<file path="config.mk">
export PLATFORM = sky130hd
export DESIGN_NAME = hazard_unit
export DESIGN_NICKNAME = d
export VERILOG_FILES = /design/src/rtl/hazard_unit.sv
export SDC_FILE = /design/constraint.sdc
export NUM_CORES = 1
export LEC_CHECK = 0
export ABC_CLOCK_PERIOD_IN_PS = 2200
export CAP_MARGIN = 20
export CORE_ASPECT_RATIO = 0.5
export CORE_UTILIZATION = 45
export DETAILED_ROUTE_END_ITERATION = 16
export PLACE_DENSITY = 0.76
export SYNTH_ARGS = -nofsm -noshare
export SYNTH_HDL_FRONTEND = slang
export SYNTH_SLANG_ARGS = --single-unit
export TNS_END_PERCENT = 50
</file>
<file path="constraint.sdc">
create_clock -name clk -period 2.2 [get_ports clk]
set_input_delay 0.44 -clock clk [delete_from_list [all_inputs] [get_ports clk]]
set_output_delay 0.44 -clock clk [all_outputs]
set_load 0.005 [all_outputs]
</file>
<file path="src/rtl/hazard_unit.sv">
// hazard_unit: RV32I 5-stage load-use/RAW stall, branch flush, freeze and E-stage forwarding control.
// HAZARD_FWD_EN defined: forwarding present and only load-use stalls; undefined: fwd selects tied 00.
`default_nettype none

module hazard_unit #(
   parameter int CNT_W = 16
) (
   input  logic             clk,
   input  logic             reset,
   input  logic [31:0]      instr_D,
   input  logic             valid_D,
   input  logic             br_taken_E,
   input  logic             mem_busy,
   output logic             stall_F,
   output logic             stall_D,
   output logic             flush_D,
   output logic             flush_E,
   output logic             freeze,
   output logic [1:0]       fwdA_E,
   output logic [1:0]       fwdB_E,
   output logic [CNT_W-1:0] stall_cnt,
   output logic [CNT_W-1:0] flush_cnt
);

   localparam logic [6:0] OP_R      = 7'b0110011;
   localparam logic [6:0] OP_IMM    = 7'b0010011;
   localparam logic [6:0] OP_LOAD   = 7'b0000011;
   localparam logic [6:0] OP_STORE  = 7'b0100011;
   localparam logic [6:0] OP_BRANCH = 7'b1100011;
   localparam logic [6:0] OP_LUI    = 7'b0110111;
   localparam logic [6:0] OP_AUIPC  = 7'b0010111;
   localparam logic [6:0] OP_JAL    = 7'b1101111;
   localparam logic [6:0] OP_JALR   = 7'b1100111;

   typedef struct packed {
      logic       valid;
      logic [4:0] rd;
      logic       wr;
      logic       ld;
      logic [4:0] rs1;
      logic [4:0] rs2;
      logic       use1;
      logic       use2;
   } stage_t;

   // x0 never creates a dependence: wr/use bits are only set for non-zero registers
   function automatic stage_t decode(input logic [31:0] ins, input logic v);
      stage_t     s;
      logic [6:0] op;
      op     = ins[6:0];
      s      = '0;
      s.rd   = ins[11:7];
      s.rs1  = ins[19:15];
      s.rs2  = ins[24:20];
      s.valid = v;
      s.wr   = v && (op inside {OP_R, OP_IMM, OP_LOAD, OP_LUI, OP_AUIPC, OP_JAL, OP_JALR})
                 && (s.rd != 5'd0);
      s.use1 = v && (op inside {OP_R, OP_IMM, OP_LOAD, OP_STORE, OP_BRANCH, OP_JALR})
                 && (s.rs1 != 5'd0);
      s.use2 = v && (op inside {OP_R, OP_STORE, OP_BRANCH}) && (s.rs2 != 5'd0);
      s.ld   = v && (op == OP_LOAD);
      return s;
   endfunction

   function automatic logic dep(input stage_t prod, input stage_t cons);
      return prod.valid && prod.wr &&
             ((cons.use1 && (cons.rs1 == prod.rd)) || (cons.use2 && (cons.rs2 == prod.rd)));
   endfunction

   stage_t e_q, m_q, w_q;
   stage_t d_dec;
   logic   hz;

   assign d_dec = decode(instr_D, valid_D);

`ifdef HAZARD_FWD_EN
   function automatic logic [1:0] fsel(input stage_t m, input stage_t w,
                                       input logic [4:0] rs, input logic use_rs);
      if (use_rs && m.valid && m.wr && !m.ld && (m.rd == rs))
         return 2'b01;
      else if (use_rs && w.valid && w.wr && (w.rd == rs))
         return 2'b10;
      else
         return 2'b00;
   endfunction

   assign hz     = valid_D && e_q.ld && dep(e_q, d_dec);
   assign fwdA_E = reset ? 2'b00 : fsel(m_q, w_q, e_q.rs1, e_q.use1);
   assign fwdB_E = reset ? 2'b00 : fsel(m_q, w_q, e_q.rs2, e_q.use2);
`else
   // W is not checked: the register file bypasses a same-cycle write
   assign hz     = valid_D && (dep(e_q, d_dec) || dep(m_q, d_dec));
   assign fwdA_E = 2'b00;
   assign fwdB_E = 2'b00;
`endif

   always_comb begin
      stall_F = 1'b0;
      stall_D = 1'b0;
      flush_D = 1'b0;
      flush_E = 1'b0;
      freeze  = mem_busy && !reset;
      if (!reset) begin
         if (br_taken_E) begin
            flush_D = 1'b1;
            flush_E = 1'b1;
         end else if (hz) begin
            stall_F = 1'b1;
            stall_D = 1'b1;
            flush_E = 1'b1;
         end
      end
   end

   always_ff @(posedge clk or posedge reset) begin
      if (reset) begin
         e_q <= '0;
         m_q <= '0;
         w_q <= '0;
      end else if (!mem_busy) begin
         w_q <= m_q;
         m_q <= e_q;
         e_q <= flush_E ? '0 : d_dec;
      end
   end

   always_ff @(posedge clk or posedge reset) begin
      if (reset) begin
         stall_cnt <= '0;
         flush_cnt <= '0;
      end else if (!mem_busy) begin
         if (br_taken_E) begin
            if (flush_cnt != '1) flush_cnt <= flush_cnt + CNT_W'(1);
         end else if (hz) begin
            if (stall_cnt != '1) stall_cnt <= stall_cnt + CNT_W'(1);
         end
      end
   end

   // Fields that only the forwarding build consumes, plus unused instruction bits
   logic unused_ok;
   assign unused_ok = ^{instr_D[31:25], instr_D[14:12], e_q, m_q, w_q};

endmodule

`default_nettype wire

</file>
# Word-level counts from Yosys, hierarchy flattened
# Index checks and enable logic that the tools add are counted.
classes:
  n_addsub: 2
  n_eq_ne: 15
  bitwise_logic: 2
  n_mux: 8
  n_reduce_logical: 29
op_table:
  columns: ["cell", "n"]
  rows:
  - ["$add 16x1->16 const B", 2]
  - ["$ne 16x16->1 const B", 2]
  - ["$eq 7x6->1 const B", 3]
  - ["$eq 7x7->1 const B", 3]
  - ["$eq 5x5->1", 4]
  - ["$mux 20", 1]
  - ["$logic_and 1x1->1", 17]
  - ["$reduce_bool 5->1", 3]
  - ["$eq 7x5->1 const B", 2]
  - ["$eq 7x2->1 const B", 1]
  - ["$mux 1", 7]
  - ["$reduce_bool 7->1", 1]
  - ["$reduce_bool 6->1", 1]
  - ["$reduce_and 4->1", 1]
  - ["$logic_or 1x1->1", 3]
  - ["$reduce_and 3->1", 1]
  - ["$reduce_bool 3->1", 1]
  - ["$not 1->1", 2]
  - ["$logic_not 1->1", 1]
totals:
  wordCells: 64
  regBits: 46
  inputBits: 37

# Depth between registers and ports, before layout
# Gate-level depths: netlist of the first run.
depth:
  ltp_word: 13
  depth_mapped: 8

# Worst setup path after synthesis of the first run
# Ideal clock, no wire load.
synth_timing:
  kind: "input to output"
  startpoint: "in instr_D[3]"
  endpoint: "out stall_F"
  path_buffers: 1
  arrival_ps: 1722
  slack_ps: 38
  stages: 7
  cell_sequence: "or2_1 -> nor4_1 -> nand4_1 -> a21oi_1 -> o21ai_0 -> nor3_1 -> buf_4"
synth_between:
  elab_chain_len: 12
synth_lines:
  columns: ["item", "line_no", "rtl"]
  rows:
  - ["start: declaration", "10", "input logic [31:0] instr_D,"]
  - ["$eq 7x6->1, or another cell as far along", "58, 60", null]
  - ["$reduce_bool 6->1 / $reduce_bool 3->1 (equally long branches)", "58, 60", null]
  - ["$logic_and 1x1->1, on equally long branches", "58, 60", null]
  - ["$logic_and 1x1->1, on equally long branches", "59, 60", null]
  - ["$logic_and 1x1->1", "67", "((cons.use1 && (cons.rs1 == prod.rd)) || (cons.use2 && (cons.rs2 == prod.rd)));"]
  - ["$logic_or 1x1->1", "67", null]
  - ["$logic_and 1x1->1", "66", "return prod.valid && prod.wr &&"]
  - ["$logic_or 1x1->1 *", "92", "assign hz = valid_D && (dep(e_q, d_dec) || dep(m_q, d_dec));"]
  - ["$logic_and 1x1->1 *", "92", null]
  - ["$mux 1 * (3 in a row)", null, null]
  - ["end: declaration", "14", "output logic stall_F,"]
# Mark *: on every way between the ends. The rest lies on a longest branch, timed or not.

# Worst setup path in the final report of the first run
layout_timing:
  startpoint: "in instr_D[17]"
  endpoint: "out stall_F"
layout_between:
  elab_chain_len: 10
layout_lines:
  columns: ["item", "line_no", "rtl"]
  rows:
  - ["$reduce_bool 5->1", "59", "&& (s.rs1 != 5'd0);"]
  - ["$logic_and 1x1->1", "59", null]
  - ["$logic_and 1x1->1", "67", null]
  - ["$logic_or 1x1->1", "67", null]
  - ["$logic_and 1x1->1", "66", null]
  - ["$logic_or 1x1->1 *", "92", null]
  - ["$logic_and 1x1->1 *", "92", null]
  - ["$mux 1 *", "107", "end else if (hz) begin"]
  - ["$mux 1 *", "104", "if (br_taken_E) begin"]
  - ["$mux 1 *", "103", "if (!reset) begin"]
# Marked as above.

==> results of run 1 <==
## cells in the final DEF (no fill, tap or decap), types with 2 or more instances in the layout
| cell type | instances |
|---|---|
| buf_6 | 3 |
| clkbuf_16 | 5 |
| a21oi_2 | 2 |
| dfrtp_1 | 45 |
| clkdlybuf4s15_1 | 3 |
| nor3_1 | 10 |
| mux2_2 | 9 |
| nor3_2 | 4 |
| nor4_2 | 5 |
| clkbuf_1 | 2 |
| nor4b_1 | 3 |
| dlygate4sd2_1 | 8 |
| nor2_2 | 2 |
| clkdlybuf4s50_1 | 41 |
| nand3_1 | 12 |
| conb_1 | 4 |
| nor2_4 | 2 |
| or3_1 | 2 |
| xnor2_1 | 12 |
| and4_1 | 4 |
| buf_2 | 3 |
| o21ai_0 | 10 |
| nand2_1 | 28 |
| and3_1 | 6 |
| nor2_1 | 21 |
| nand3_2 | 4 |
| buf_4 | 32 |
| nand4_1 | 10 |
| xor2_1 | 35 |
| inv_1 | 9 |
| ha_1 | 2 |
| a21oi_4 | 2 |
| clkbuf_2 | 6 |
## power by group through the flow
stage	sequential [mW]	clock (mW)	combinational, mW
4_1_cts	1.04	0.717	0.536
3_5_place_dp	1.05	0	0.492
3_3_place_gp	1.04	0	0.477
5_1_grt	1.06	0.740	0.598
6_report	1.04	0.691	0.546
2_1_floorplan	1.04	0	0.224
## synth_stat cells, drive strengths merged (4+ instances only)
cell type / n
inv: 10
nand3: 17
and4: 4
mux2: 10
nor4b: 4
buf: 7
nor4: 6
o21ai: 11
nand2: 29
xor2: 36
dfrtp: 46
and3: 6
a21oi: 5
nor3: 15
xnor2: 13
nor2: 25
nand4: 10
## stage by stage
stage / TNS [ns] / instances
floorplan: 0 / 276
global placement: -10.80 / 430
detailed placement: -11.79 / 430
CTS: -0.481 / 445
global route: -0.604 / 445
finish: -0.343 / 445
## metal layers
metal | global-route usage (%) | wire length (um) | part of all wire (%)
met3 | 4.80 | 259 | 3.9
met4 | 7.62 | 75 | 1.1
met1 | 27.9 | 2900 | 44
met5 | 0 | 0 | 0
met2 | 40.5 | 3400 | 51
## timing repair
action,4_1_cts,5_1_grt
endpoints found under the setup margin,21,16
pin swaps,26,19
cloned,0,0
buffers inserted,8,0
gates resized for setup,66,25
## cell families (layout without fill, tap and decap cells)
group | Yosys count | count (layout) | share of synthesized area (%)
and+or+nand+nor | 125 | 125 | 25.5
other | 1 | 4 | 0.143
buffers and inverters | 19 | 115 | 3.72
muxes | 10 | 10 | 4.30
adders and majority gates | 2 | 2 | 0.955
AOI/OAI and AO/OA | 21 | 21 | 5.06
DFF | 46 | 46 | 43.9
xor gates and xnor gates | 49 | 49 | 16.4
## path summary, 6_finish.rpt
kind                           endpoint  slack [ns]
min in group asynchronous       m_q[13]        0.83
min reg2reg                flush_cnt[7]        0.48
max in group asynchronous       e_q[15]        0.94
max                             stall_F       -0.15
min                        flush_cnt[7]        0.48
max reg2reg                stall_cnt[1]        0.10
## worst max-delay path, delay by kind of cell
family	cells	cell delay (ns)
AND/OR/NAND/NOR	3	0.58
buffers and inverters	2	0.39
AO/OA/AOI/OAI	2	0.29
XOR/XNOR	1	0.21
## state kept, by name, indices dropped and copies added, names as in the netlist
signal,count
e_q,7
flush_cnt,16
m_q,7
stall_cnt,16
## layout make-up
class,instances,area [um^2]
Clock buffer,7,133
Fill cell,420,1690
Inverter,10,37.5
Multi-Input combinational cell,211,1590
Sequential cell,46,1150
Tap cell,73,91.3
Timing Repair Buffer,98,853
==> impl_results.md, run 1 <==
* Vias in the first global route at 2395
* Antenna violations before repair at 0
* Layout cells sized above 1 at 25.8%
* Clock sinks at 46
* CP max FO at 3
* Clock network latency to the later pin of the worst-skew pair at 0.28 ns
* First-pass GRT wire length at 10800 um
* DRC violations left at 0
* Crit. Startpoint: instr_D[17]
* Asr flop ratio synth at 100%
* DR vias/cell at 5.26
* N_diodes at 0
* Post-route cell area at 0.00385 mm^2
* Status: complete, but fails checks
* Hold buffer count at cts at 0
* Cell count of the worst reg-to-reg path at 8
* Worst slack, placed at -0.970 ns
* Clk_skew at 0.00474 ns
* Chip height at 56.0 um
* Mapped Area at 0.00262 mm^2
* Top-area cell type share of the netlist area at 43.9%
* Synthesis Warnings at 0
* Arrival @ worst endpoint at 1.91 ns
* Final antenna-violating net count at 0
* Count of final setup violators at 3
* DP Area at 0.00350 mm^2
* Total Wirelength at 6640 um
* Critical path class: in -> out
* CTS Buf Count at 5
* Tot GR Track Use at 23.0%
* Die X at 110 um
* Largest net degree at the start of global routing at 47
* Pwr dens at 591 mW/mm^2
* Tightest Hold Check Type: reg -> reg
* RSZ-0062 raised after global routing: yes
* Clock transition at path regs at 0.06 ns
* Net Switching at 0.616 mW
* Cell leakage power at 1.76 nW
* Required arrival time at the worst endpoint at 1.76 ns
* Initial core utilization at 47.3%
* CP max-delay cell: nor4bb_4
* Hold Path Depth at 1
* Pre-antenna DRT Iters at 4
* Combinational group share of total power at 24.0%
* PortBufs at 63
* Final min period at 2.35 ns
* Max-cap violation count at 0
* Synth Instances at 273
* Violated checks: negative setup slack
* Post-synth EDFFs at 0
* Sequential power share at 45.7%
* Nets@finish at 411
* Synthesis-to-finish area growth at 47.0%
* Hold Slack at 0.480 ns
* Slew @ Worst Pin at 0.585 ns
* Fmax at 425 MHz
* I/O pin cnt at 78
* Drt first-iter violations at 120
* Ys flop type: dfrtp_1
* Sequential element share of the synthesized area at 43.9%
* Synth area leaders: dfrtp_1 (44%), xor2_1 (12%), xnor2_1 (4.3%)
* H-tree depth at 2
* Crit. End Element: primary output
* Count of final hold-check violations at 0
* Grt total ovfl at 0
* Share of total power in the clock network at 30.4%
* Worst vdd ir at 0.449 mV
* Per-instance average area after synthesis at 9.60 um^2
* Root Buffer: clkbuf_16
* Distinct cells, synth at 38
* Final WS setup at -0.152 ns
* Via count at 2339
* Critical Path Source Type: primary input
* Sw frac at 27.0%
* Core Util, Final at 69.6%
* Int Power at 1.66 mW
* Max incr delay on CP at 0.31 ns
* Slew Limit Fails at 0
* Worst-path cell chain: clkdlybuf4s15_1 > xnor2_2 > nor4bb_4 > nand4b_1 > a21oi_2 > o21ai_2 > nor3_2 > buf_2
* CTS tree: done
* Slew HR at 61.0%
* Tcrit/Tclk final at 107%
* Post-synthesis sequential element count at 46
* CTS Buffer Depth at 2
* Area leader, netlist: dfrtp_1
* Rows at 19
* HPWL after DPL at 4600 um
* Routed WL per cell at 14.9 um
* Core area at 0.00554 mm^2
* Reg2reg start: e_q[17]
* DIE AREA at 0.00615 mm^2
* Hold_sp: flush_cnt[7]
* Total Power at 2.28 mW
* GP Congestion at 0.867
(Power assumes the default switching activity.)
==> inputs of run 2 (changes only) <==
--- a/config.mk
+++ b/config.mk
@@ -5,12 +5,13 @@
 export SDC_FILE = /design/constraint.sdc
 export NUM_CORES = 1
 export LEC_CHECK = 0
-export ABC_CLOCK_PERIOD_IN_PS = 2200
+export ABC_CLOCK_PERIOD_IN_PS = 2700
 export CAP_MARGIN = 20
 export CORE_ASPECT_RATIO = 0.5
 export CORE_UTILIZATION = 45
 export DETAILED_ROUTE_END_ITERATION = 16
 export PLACE_DENSITY = 0.76
+export REMOVE_ABC_BUFFERS = 1
 export SYNTH_ARGS = -nofsm -noshare
 export SYNTH_HDL_FRONTEND = slang
 export SYNTH_SLANG_ARGS = --single-unit
==> constraint.sdc (replaced) <==
create_clock -name clk -period 2.7 [get_ports clk]
set_input_delay 0.54 -clock clk [delete_from_list [all_inputs] [get_ports clk]]
set_output_delay 0.54 -clock clk [all_outputs]
set_load 0.05 [all_outputs]
==> impl_results.md, run 2 (synthesized netlist as in run 1, its figures left out) <==
* Top flop regs: flush_cnt x16, stall_cnt x16
* DRC violations left at 0
* Reg2reg setup slack at 0.29 ns
* Tightest Hold Check Type: reg -> reg
* Routed WL per cell at 15.3 um
* Final antenna-violating net count at 0
* Grt total ovfl at 0
* CTS tree: done
* Critical path class: reg -> out
* Tot GR Track Use at 23.5%
* HPWL after DPL at 4720 um
* Count of final hold-check violations at 0
* Chip height at 56.0 um
* GR Util met1 at 28.8%
* Vias in the first global route at 2421
* Most frequent cells in the layout: dfrtp_1 (45), clkdlybuf4s50_1 (40), buf_4 (35), xor2_1 (34), nand2_1 (29)
* Cell count of the worst reg-to-reg path at 10
* Critical Path Source Type: flop
* Critical R2R Capture: stall_cnt[1]
* Hold_sp: stall_cnt[9]
* Synthesis-to-finish area growth at 48.5%
* Root Buffer: clkbuf_16
* RSZ-0062 raised after global routing: yes
* Worst vdd ir at 0.422 mV
* N_diodes at 0
* Reg2reg start: m_q[14]
* Core Util, Final at 70.3%
* I/O pin cnt at 78
* Slew HR at 61.0%
* Count of final setup violators at 0
* Arrival @ worst endpoint at 2.16 ns
* Pwr dens at 538 mW/mm^2
* CTS Buf Count at 5
* Initial core utilization at 47.3%
* Min-Delay Endpoint: stall_cnt[9]
* Rows at 19
* Core area at 0.00554 mm^2
* Max-cap violation count at 0
* Hold Slack at 0.485 ns
* Hold Path Depth at 1
* PortBufs at 63
* Clk_skew at 0.00314 ns
* Drt first-iter violations at 92
* Cell leakage power at 1.79 nW
* CTS Buffer Depth at 2
* Largest net degree at the start of global routing at 47
* DR vias/cell at 5.29
* Crit. Startpoint: m_q[14]
* Die X at 110 um
* DP Area at 0.00348 mm^2
* Routing usage on met3 at 4.33%
* Layout cells sized above 1 at 25.1%
* Pre-antenna DRT Iters at 4
* Via count at 2365
* H-tree depth at 2
* Nets@finish at 412
* Slew @ Worst Pin at 0.585 ns
* Clock transition at path regs at 0.06 ns
* Post-route cell area at 0.00389 mm^2
* Worst slack, placed at -0.401 ns
* DIE AREA at 0.00615 mm^2
* Slew Limit Fails at 0
* Clock sinks at 46
* Met2 Use GR at 41.7%
* GP Congestion at 0.859
* Hold buffer count at cts at 0
* Required arrival time at the worst endpoint at 2.16 ns
* Antenna violations before repair at 0
* Fmax at 371 MHz
* GR peak layer: met2
* Clock network latency to the later pin of the worst-skew pair at 0.28 ns
* CP max FO at 3
* Crit. End Element: primary output
* Total Wirelength at 6820 um
* Final min period at 2.70 ns
* Status: finished, final reports clean
* First-pass GRT wire length at 11100 um
* Tcrit/Tclk final at 99.9%
* Commonest non-fill, non-tap cell in the layout: dfrtp_1
* Final WS setup at 0.00344 ns
* Total Power at 2.10 mW
-- run 2: cell types whose count changed in the layout (fill, tap and decap cells not counted), moves of 2 or more --
cell,before,now
buf_12,0,5
buf_2,3,0
buf_4,32,35
buf_6,3,1
clkdlybuf4s15_1,3,1
dlygate4sd2_1,8,11
nand3_1,12,16
nand3_2,4,1
nor2_1,21,24
nor2_4,2,0
-- run 2: cell type report --
type,instances,area (um^2)
Fill cell,422,1650
Multi-Input combinational cell,211,1550
Sequential cell,46,1150
Timing Repair Buffer,99,917
Clock buffer,7,143
Tap cell,73,91.3
Inverter,10,37.5
Clock inverter,1,5.00
-- run 2: worst max-delay path, stage by stage (launching register included) --
cell,delay (ns)
dfrtp_1,0.43
xnor2_2,0.21
nor4bb_4,0.32
nand4b_1,0.17
a21oi_2,0.22
o21ai_2,0.10
nor3_2,0.12
buf_4,0.17
buf_12,0.13
-- run 2: where the power goes --
part           switching (mW)  internal, mW
sequential             0.0895         0.760
combinational           0.371         0.258
clock                   0.250         0.367
total                   0.711          1.39
-- run 2: worst max path at each step --
stage                     depth (start not counted)      end  slack, ns
after floorplan                                   6  stall_D      -1.32
after global placement                            9  stall_D      -0.35
after detailed placement                          9  stall_D      -0.40
after CTS                                         9  stall_D       0.01
after global routing                              8  stall_D      -0.11
final                                             8  stall_D      0.003
-- run 2: metal layers --
metal,up-vias,routed length [um]
li1,1139,-
met4,0,114
met5,-,0
met1,1143,2950
met2,70,3450
met3,13,311
-- run 2: repair_timing --
item / in CTS / in global routing
endpoints found under the setup margin: 4 / 3
gates cloned: 0 / 0
gates resized for setup: 48 / 15
hold endpoints to repair: 0 / 0
setup buffers: 12 / 6
pin swaps: 20 / 15
-- run 2: metrics by stage --
step | instances | TNS [ns]
5_1_grt | 447 | -0.214
4_1_cts | 441 | 0
2_1_floorplan | 267 | -2.79
3_3_place_gp | 421 | -1.59
3_5_place_dp | 421 | -2.71
6_report | 447 | 0
